===== config.mk =====
export PLATFORM = sky130hd
export DESIGN_NAME = pipe_skid_reg
export DESIGN_NICKNAME = d
export VERILOG_FILES = /design/src/rtl/pipe_skid_reg.sv
export SDC_FILE = /design/constraint.sdc
export NUM_CORES = 1
export LEC_CHECK = 0
export BUFFER_PORTS_ARGS = -buffer_cell sky130_fd_sc_hd__buf_4
export CAP_MARGIN = 25
export CORE_ASPECT_RATIO = 2
export CORE_MARGIN = 1
export CORE_UTILIZATION = 40
export CTS_BUF_LIST = sky130_fd_sc_hd__clkbuf_8 sky130_fd_sc_hd__clkbuf_16
export DETAILED_ROUTE_END_ITERATION = 12
export SYNTH_ARGS = -nofsm -noshare
export SYNTH_HDL_FRONTEND = slang
export SYNTH_SLANG_ARGS = --single-unit
export TNS_END_PERCENT = 20

===== constraint.sdc =====
create_clock -name clk -period 2.6 [get_ports clk]
set_input_delay 0.26 -clock clk [delete_from_list [all_inputs] [get_ports clk]]
set_output_delay 0.26 -clock clk [all_outputs]
set_load 0.01 [all_outputs]

===== src/rtl/pipe_skid_reg.sv =====
// Two-entry registered pipeline stage with valid/ready on both sides and a registered in_ready.
// Optional synchronous discard port enabled by defining PIPE_SKID_FLUSH_EN.
module pipe_skid_reg #(
   parameter int unsigned DATA_WIDTH = 32
) (
   input  logic                  clk,
   input  logic                  rst,
`ifdef PIPE_SKID_FLUSH_EN
   input  logic                  flush,
`endif
   input  logic                  in_valid,
   output logic                  in_ready,
   input  logic [DATA_WIDTH-1:0] in_data,
   output logic                  out_valid,
   input  logic                  out_ready,
   output logic [DATA_WIDTH-1:0] out_data,
   output logic [1:0]            occupancy
);

   // Encoding is {skid_v, main_v}; 2'b10 is the unreachable skid-without-main state.
   typedef enum logic [1:0] {
      EMPTY = 2'b00,
      ONE   = 2'b01,
      FULL  = 2'b11
   } state_e;

   state_e                state_q, state_d;
   logic [DATA_WIDTH-1:0] main_q, main_d;
   logic [DATA_WIDTH-1:0] skid_q, skid_d;
   logic [1:0]            occ_q, occ_d;
   logic                  main_v, skid_v;
   logic                  accept, take;

   assign main_v    = state_q[0];
   assign skid_v    = state_q[1];
   assign in_ready  = !skid_v;
   assign out_valid = main_v;
   assign out_data  = main_q;
   assign occupancy = occ_q;

   assign accept = in_valid & in_ready;
   assign take   = main_v & out_ready;

   always_comb begin
      state_d = state_q;
      main_d  = main_q;
      skid_d  = skid_q;
      case (state_q)
         EMPTY: begin
            if (accept) begin
               state_d = ONE;
               main_d  = in_data;
            end
         end
         ONE: begin
            if (accept && take) begin
               main_d = in_data;
            end else if (accept) begin
               state_d = FULL;
               skid_d  = in_data;
            end else if (take) begin
               state_d = EMPTY;
            end
         end
         FULL: begin
            if (take) begin
               state_d = ONE;
               main_d  = skid_q;
            end
         end
         default: begin
            // Forced skid-only state: promote the skid word so nothing is lost.
            state_d = ONE;
            main_d  = skid_q;
         end
      endcase
`ifdef PIPE_SKID_FLUSH_EN
      if (flush) begin
         state_d = EMPTY;
         main_d  = main_q;
         skid_d  = skid_q;
      end
`endif
      occ_d = {1'b0, state_d[0]} + {1'b0, state_d[1]};
   end

   always_ff @(posedge clk) begin
      if (!rst) begin
         state_q <= EMPTY;
         main_q  <= '0;
         skid_q  <= '0;
         occ_q   <= '0;
      end else begin
         state_q <= state_d;
         main_q  <= main_d;
         skid_q  <= skid_d;
         occ_q   <= occ_d;
      end
   end

endmodule

==> impl_metrics.ini, run 1 <==
[run_status]
status = completed

[clock_tree]
cts_tree = yes
htree_levels = 3
clock-sinks = 68
ctsRootBufferMaster = clkbuf_16
ctsHoldBuffers = 0
cts-buffers-inserted = 9
cts-resized-gates = 0
clkLatencyLatePin_ns = 0.33
cts_setup_buffers = 0
clk_path_buf_depth = 2
clk_pin_slew_worst_paths_ns = 0.05

[die]
dieArea_um2 = 7620
rows = 43
dieHeight_um = 122
io_pins = 72
dieWidth_um = 62.2
coreArea_um2 = 6990
start_util = 0.415

[worst_setup_path]
crit_path_max_fanout = 22
startpoint_type = flop
arrival_ns = 1.64
crit_type = reg -> out
endpoint_kind = output pin
crit_required_ns = 2.34

[yosys]
yosysWarnings = 0
synthCells = 305
syn_area_um2 = 2900
ys_seq_elements = 68
postSynthAreaPerCell_um2 = 9.51
seq_area_frac_synth = 0.469
synthesis.nets = 342
ys_types = 20

[timing]
setup-violations-final = 0
slew_violations = 0
hold_viol_final = 0
rsz0062_at_grt = false
max_slew_margin = 0.579
fin_crit_ns = 1.90
min_period_over_period = 0.730
setup_ws_ns = 0.703
finalSetupTns_ns = 0
worstMarginPinSlew_ns = 0.631
fin_skew_ns = 0.00318
max_freq_mhz = 527

[cells_and_area]
fin_area_um2 = 3740
fin_nets = 401
synthToLayoutAreaGrowth_pct = 29.0
diodes = 0
n_fill_cell = 683
final_layout_size_suffix_gt1_frac = 0.257

[power]
ir_drop_v = 0.000387
p_leak_nw = 1.74
powerDensity_nw_per_um2 = 688

[place]
port_buffers = 71
hpwlAfterDp_mm = 4.62
gp_congestion = 0.708
placed_cell_area_um2 = 3460
place_ws_ns = 0.810

[run]
cap_violations = 0

[global_routing]
antenna_found_initial = 0
grt_max_degree = 69
gr-total-overflow = 0
grt_pass1_vias = 2224
grt_pass1_wl_mm = 11.2
grt_usage = 0.195

[worst_hold_path]
hold_path.class = in -> reg

[route]
finalWirelength_mm = 7.02
wire_per_inst_um = 15.3
drc = 0
drt-pass1-iter-count = 4
ant_nets = 0
via_count = 2343
drt_iter0_drc = 90
viasPerCell = 5.10
-- stage by stage --
| step | hold WS (ns) | total power [mW] | cells | util |
|---|---|---|---|---|
| floorplan | 0.395 | 1.32 | 305 | - |
| global placement | 0.440 | 1.47 | 443 | 0.495 |
| detailed placement | 0.445 | 1.48 | 443 | 0.495 |
| CTS | 0.180 | 2.61 | 459 | 0.535 |
| global route | 0.193 | 2.68 | 459 | 0.535 |
| finish | 0.189 | 2.58 | 459 | 0.535 |
-- area by class of cell --
| class | count | area (um^2) | area share |
|---|---|---|---|
| Multi-Input combinational cell | 205 | 1390 | 0.371 |
| Tap cell | 90 | 113 | 0.0301 |
| Clock inverter | 4 | 16.3 | 0.00435 |
| Timing Repair Buffer | 79 | 593 | 0.158 |
| Clock buffer | 12 | 267 | 0.0712 |
| Sequential cell | 68 | 1360 | 0.364 |
| Inverter | 1 | 3.75 | 0.00100 |
-- cell families (layout without fill, tap and decap cells) --
| family | after synthesis | count (layout) | share of synthesized area |
|---|---|---|---|
| fa+ha+maj | 1 | 1 | 0.00431 |
| compound gates | 64 | 64 | 0.193 |
| mux | 32 | 32 | 0.110 |
| simple gates | 108 | 108 | 0.165 |
| flops | 68 | 68 | 0.469 |
| buf+inv | 32 | 96 | 0.0574 |
-- sequential cells by signal, summed over array words and instances, names as in the netlist --
signal and cells:
out_data 32, occupancy 2, state_q 2, skid_q 32
-- report_power, final --
group	leakage, nW	switching [mW]	internal, mW	total (mW)
Clock	0.152	0.418	0.711	1.13
Combinational	1.03	0.150	0.164	0.313
Sequential	0.558	0.0333	1.10	1.13
-- layer usage --
layer	wire, um	GRT usage
met5	0	0
met3	228	0.0483
met1	3000	0.216
met2	3640	0.339
met4	159	0.110
-- critical path, cell delays in order, from the launching register on --
cell and delay (ns):
dfxtp_2 0.61, buf_4 0.45, inv_1 0.09, buf_4 0.15
-- cell usage in the layout (no fill, tap or decap), types with 2 or more instances in the layout --
cell	instances
nand2_1	65
buf_4	79
clkbuf_8	3
clkbuf_16	9
nor2_1	2
nand3_1	32
dfxtp_1	67
o211a_1	32
and2_1	4
mux2i_1	32
inv_1	4
a21boi_1	14
a21boi_0	18
-- final timing paths --
path / slack (ns) / cells after the start / end / from
setup reg to reg: 0.78 / 4 / skid_q[12] / state_q[1]
hold / removal: 0.19 / 3 / skid_q[19] / in_data[19]
hold reg to reg: 0.45 / 2 / skid_q[26] / skid_q[26]
setup / recovery: 0.70 / 3 / in_ready / state_q[1]
-- synth_stat cells --
master     count  area, um^2
nand3_1       32         160
nand2b_1       1        6.26
buf_6          5        56.3
nand2_1       65         244
a21boi_1      14         105
inv_1          1        3.75
buf_2          7        35.0
dfxtp_1       68        1360
and2_1         4        25.0
o211a_1       32         320
and2_4         1        8.76
mux2i_1       32         320
a21boi_0      18         135
nor4bb_1       1        10.0
or2_1          1        6.26
buf_1          5        18.8
nand4bb_1      1        11.3
nor2_1         2        7.51
ha_1           1        12.5
clkbuf_1      14        52.6
Power figures use the tool's default switching activity.
==> inputs of run 2 (changes only) <==
--- a/config.mk
+++ b/config.mk
@@ -5,6 +5,7 @@
 export SDC_FILE = /design/constraint.sdc
 export NUM_CORES = 1
 export LEC_CHECK = 0
+export ABC_AREA = 1
 export BUFFER_PORTS_ARGS = -buffer_cell sky130_fd_sc_hd__buf_4
 export CAP_MARGIN = 25
 export CORE_ASPECT_RATIO = 2
==> constraint.sdc (replaced) <==
create_clock -name clk -period 1.9 [get_ports clk]
set_input_delay 0.19 -clock clk [delete_from_list [all_inputs] [get_ports clk]]
set_output_delay 0.19 -clock clk [all_outputs]
set_load 0.01 [all_outputs]
==> run 2 against run 1 <==
Compared with the run above: clock skew barely moved; die area rose by 9.8%; area after synthesis rose by 10%; critical path depth is 3 higher; final cell count up 44%; combinational power rose by 67%; non-clock buffer count down 2; hold slack improved by 0.0016 ns; sequential share of layout area decreased by 2.6 points; flip-flop and latch count stayed put; critical endpoint is now skid_q[0]; largest cell class unchanged.
==> impl_metrics.ini, run 2 <==
[run_status]
status = completed

[yosys]
ys_types = 19
yosysMostFrequentCell = nand2_1
postSynthAreaPerCell_um2 = 6.35
netlist.area_leader.share = 0.426
ys_seq_elements = 68
synthesis.nets = 540
seq_area_frac_synth = 0.426
synth_area_leaders = dfxtp_1 (43%), nand2_1 (16%), nor2_1 (15%)
yosysWarnings = 0
synth_compound_area_frac = 0.0517
synth_xor_area_frac = 0
async_flop_share = 0
synth-simple-area-share = 0.374
synthCells = 503
synth_edf_count = 0
synth-adder-area-share = 0.00392
syn_area_um2 = 3190
synthFlopType = dfxtp_1
synthMuxAreaShare = 0
synthTopCellsByCount = nand2_1 (132), nor2_1 (130), inv_1 (71)
synth_top_family_by_area = simple AND/OR/NAND/NOR gates
synth_top_area_cell = dfxtp_1

[route]
ant_nets = 0
finalWirelength_mm = 7.09
drt_iter0_drc = 131
viasPerCell = 4.56
drc = 0
wire_per_inst_um = 10.7
via_count = 3016
drt-pass1-iter-count = 4

[place]
placed_cell_area_um2 = 3740
port_buffers = 71
hpwlAfterDp_mm = 4.49
place_ws_ns = 0.504
gp_congestion = 0.758

[worst_setup_path]
rrSetupSlack_ns = 0.52
arrival_ns = 1.60
crit_type = reg -> reg
crit_path_max_fanout = 65
startpoint_type = flop
crit_required_ns = 2.12
endpoint_kind = flop
reg2reg_to = skid_q[0]
reg2regPathDepth = 6
max_stage_delay_ns = 0.35
r2r-start = state_q[1]
slowest_stage = buf_4
path_cells = buf_12 > nor2_2 > buf_4 > nand3_1 > nand2_1 > nor2_1

[timing]
fin_skew_ns = 0.00289
max_freq_mhz = 725
fin_crit_ns = 1.38
finalSetupTns_ns = 0
min_period_over_period = 0.726
worstMarginPinSlew_ns = 0.491
setup_ws_ns = 0.520
setup-violations-final = 0
rsz0062_at_grt = false
slew_violations = 0
max_slew_margin = 0.673
hold_viol_final = 0
whs_ns = 0.191

[global_routing]
grt_max_degree = 66
gr-total-overflow = 0
grt_usage = 0.179
grt_pass1_vias = 2642
antenna_found_initial = 0
grt_pass1_wl_mm = 11.5

[worst_hold_path]
min_to = skid_q[20]
worstHoldStart = in_data[20]
holdPathStages = 5
hold_path.class = in -> reg

[cells_and_area]
final_layout_size_suffix_gt1_frac = 0.173
multiInputGateArea_um2 = 1380
fin_nets = 599
fin_area_um2 = 4030
final_cell_mix = nand2_1 (132), nor2_1 (129), inv_1 (74), buf_4 (74), dfxtp_1 (67)
synthToLayoutAreaGrowth_pct = 26.1
diodes = 0
n_fill_cell = 820
seq_area_um2 = 1360
final_common_cell = nand2_1

[clock_tree]
cts_setup_buffers = 0
htree_levels = 3
cts-buffers-inserted = 9
ctsHoldBuffers = 0
clkLatencyLatePin_ns = 0.32
clock-sinks = 68
cts_tree = yes
cts-resized-gates = 0
clk_pin_slew_worst_paths_ns = 0.05
ctsRootBufferMaster = clkbuf_16
clk_path_buf_depth = 2

[die]
dieWidth_um = 65.2
dieHeight_um = 128
dieArea_um2 = 8370
coreArea_um2 = 7660
rows = 45
io_pins = 72
start_util = 0.417

[power]
p_leak_nw = 2.05
ir_drop_v = 0.000583
powerDensity_nw_per_um2 = 901

[run]
cap_violations = 0
==> run 2: per-stage QoR <==
stage                     power [mW]  instances   util
after floorplan                 1.92        503      -
after global placement          2.12        645  0.489
after detailed placement        2.13        645  0.489
after CTS                       3.68        661  0.526
after global routing            3.80        661  0.526
final                           3.63        661  0.526
==> run 2: area by class of cell <==
cell class	count	area share
well taps	94	0.0292
multi-input cells	334	0.342
clock inverters	4	0.00404
flip-flops and latches	68	0.338
repair buffers	77	0.153
inverters	72	0.0677
clock buffers	12	0.0662
==> run 2: worst max-delay path, delay by kind of cell (launching register included) <==
family | cells | cell delay (ns)
DFF | 1 | 0.34
and+or+nand+nor | 4 | 0.37
buffers and inverters | 2 | 0.54
==> run 2: per-layer routing <==
layer	up-vias	routed length (um)	global-route usage
met4	0	135	0.0895
met1	1335	2750	0.177
met2	69	3890	0.332
li1	1603	-	-
met3	9	316	0.0461
met5	-	0	0
==> run 2: how the worst max path moves through the flow <==
| stage | start | endpoint | slack [ns] |
|---|---|---|---|
| after floorplan | state_q[1] | occupancy[0] | 0.71 |
| after global placement | out_ready | out_data[3] | 0.51 |
| after detailed placement | out_ready | out_data[4] | 0.50 |
| after CTS | state_q[0] | out_data[4] | 0.49 |
| after global routing | state_q[0] | out_data[30] | 0.38 |
| final | state_q[1] | skid_q[0] | 0.52 |
==> run 2: cells by family after synthesis <==
family                   count (synthesis)
AND/OR/NAND/NOR                        300
buffers and inverters                  101
AO/OA/AOI/OAI                           33
adder cells (fa/ha/maj)                  1
flip-flops                              68
==> run 2: power by group <==
part           internal, mW  switching [mW]  leakage [nW]  total, mW
registers              1.52          0.0470         0.560       1.57
logic                 0.234           0.289          1.34      0.523
clock network         0.972           0.565         0.152       1.54
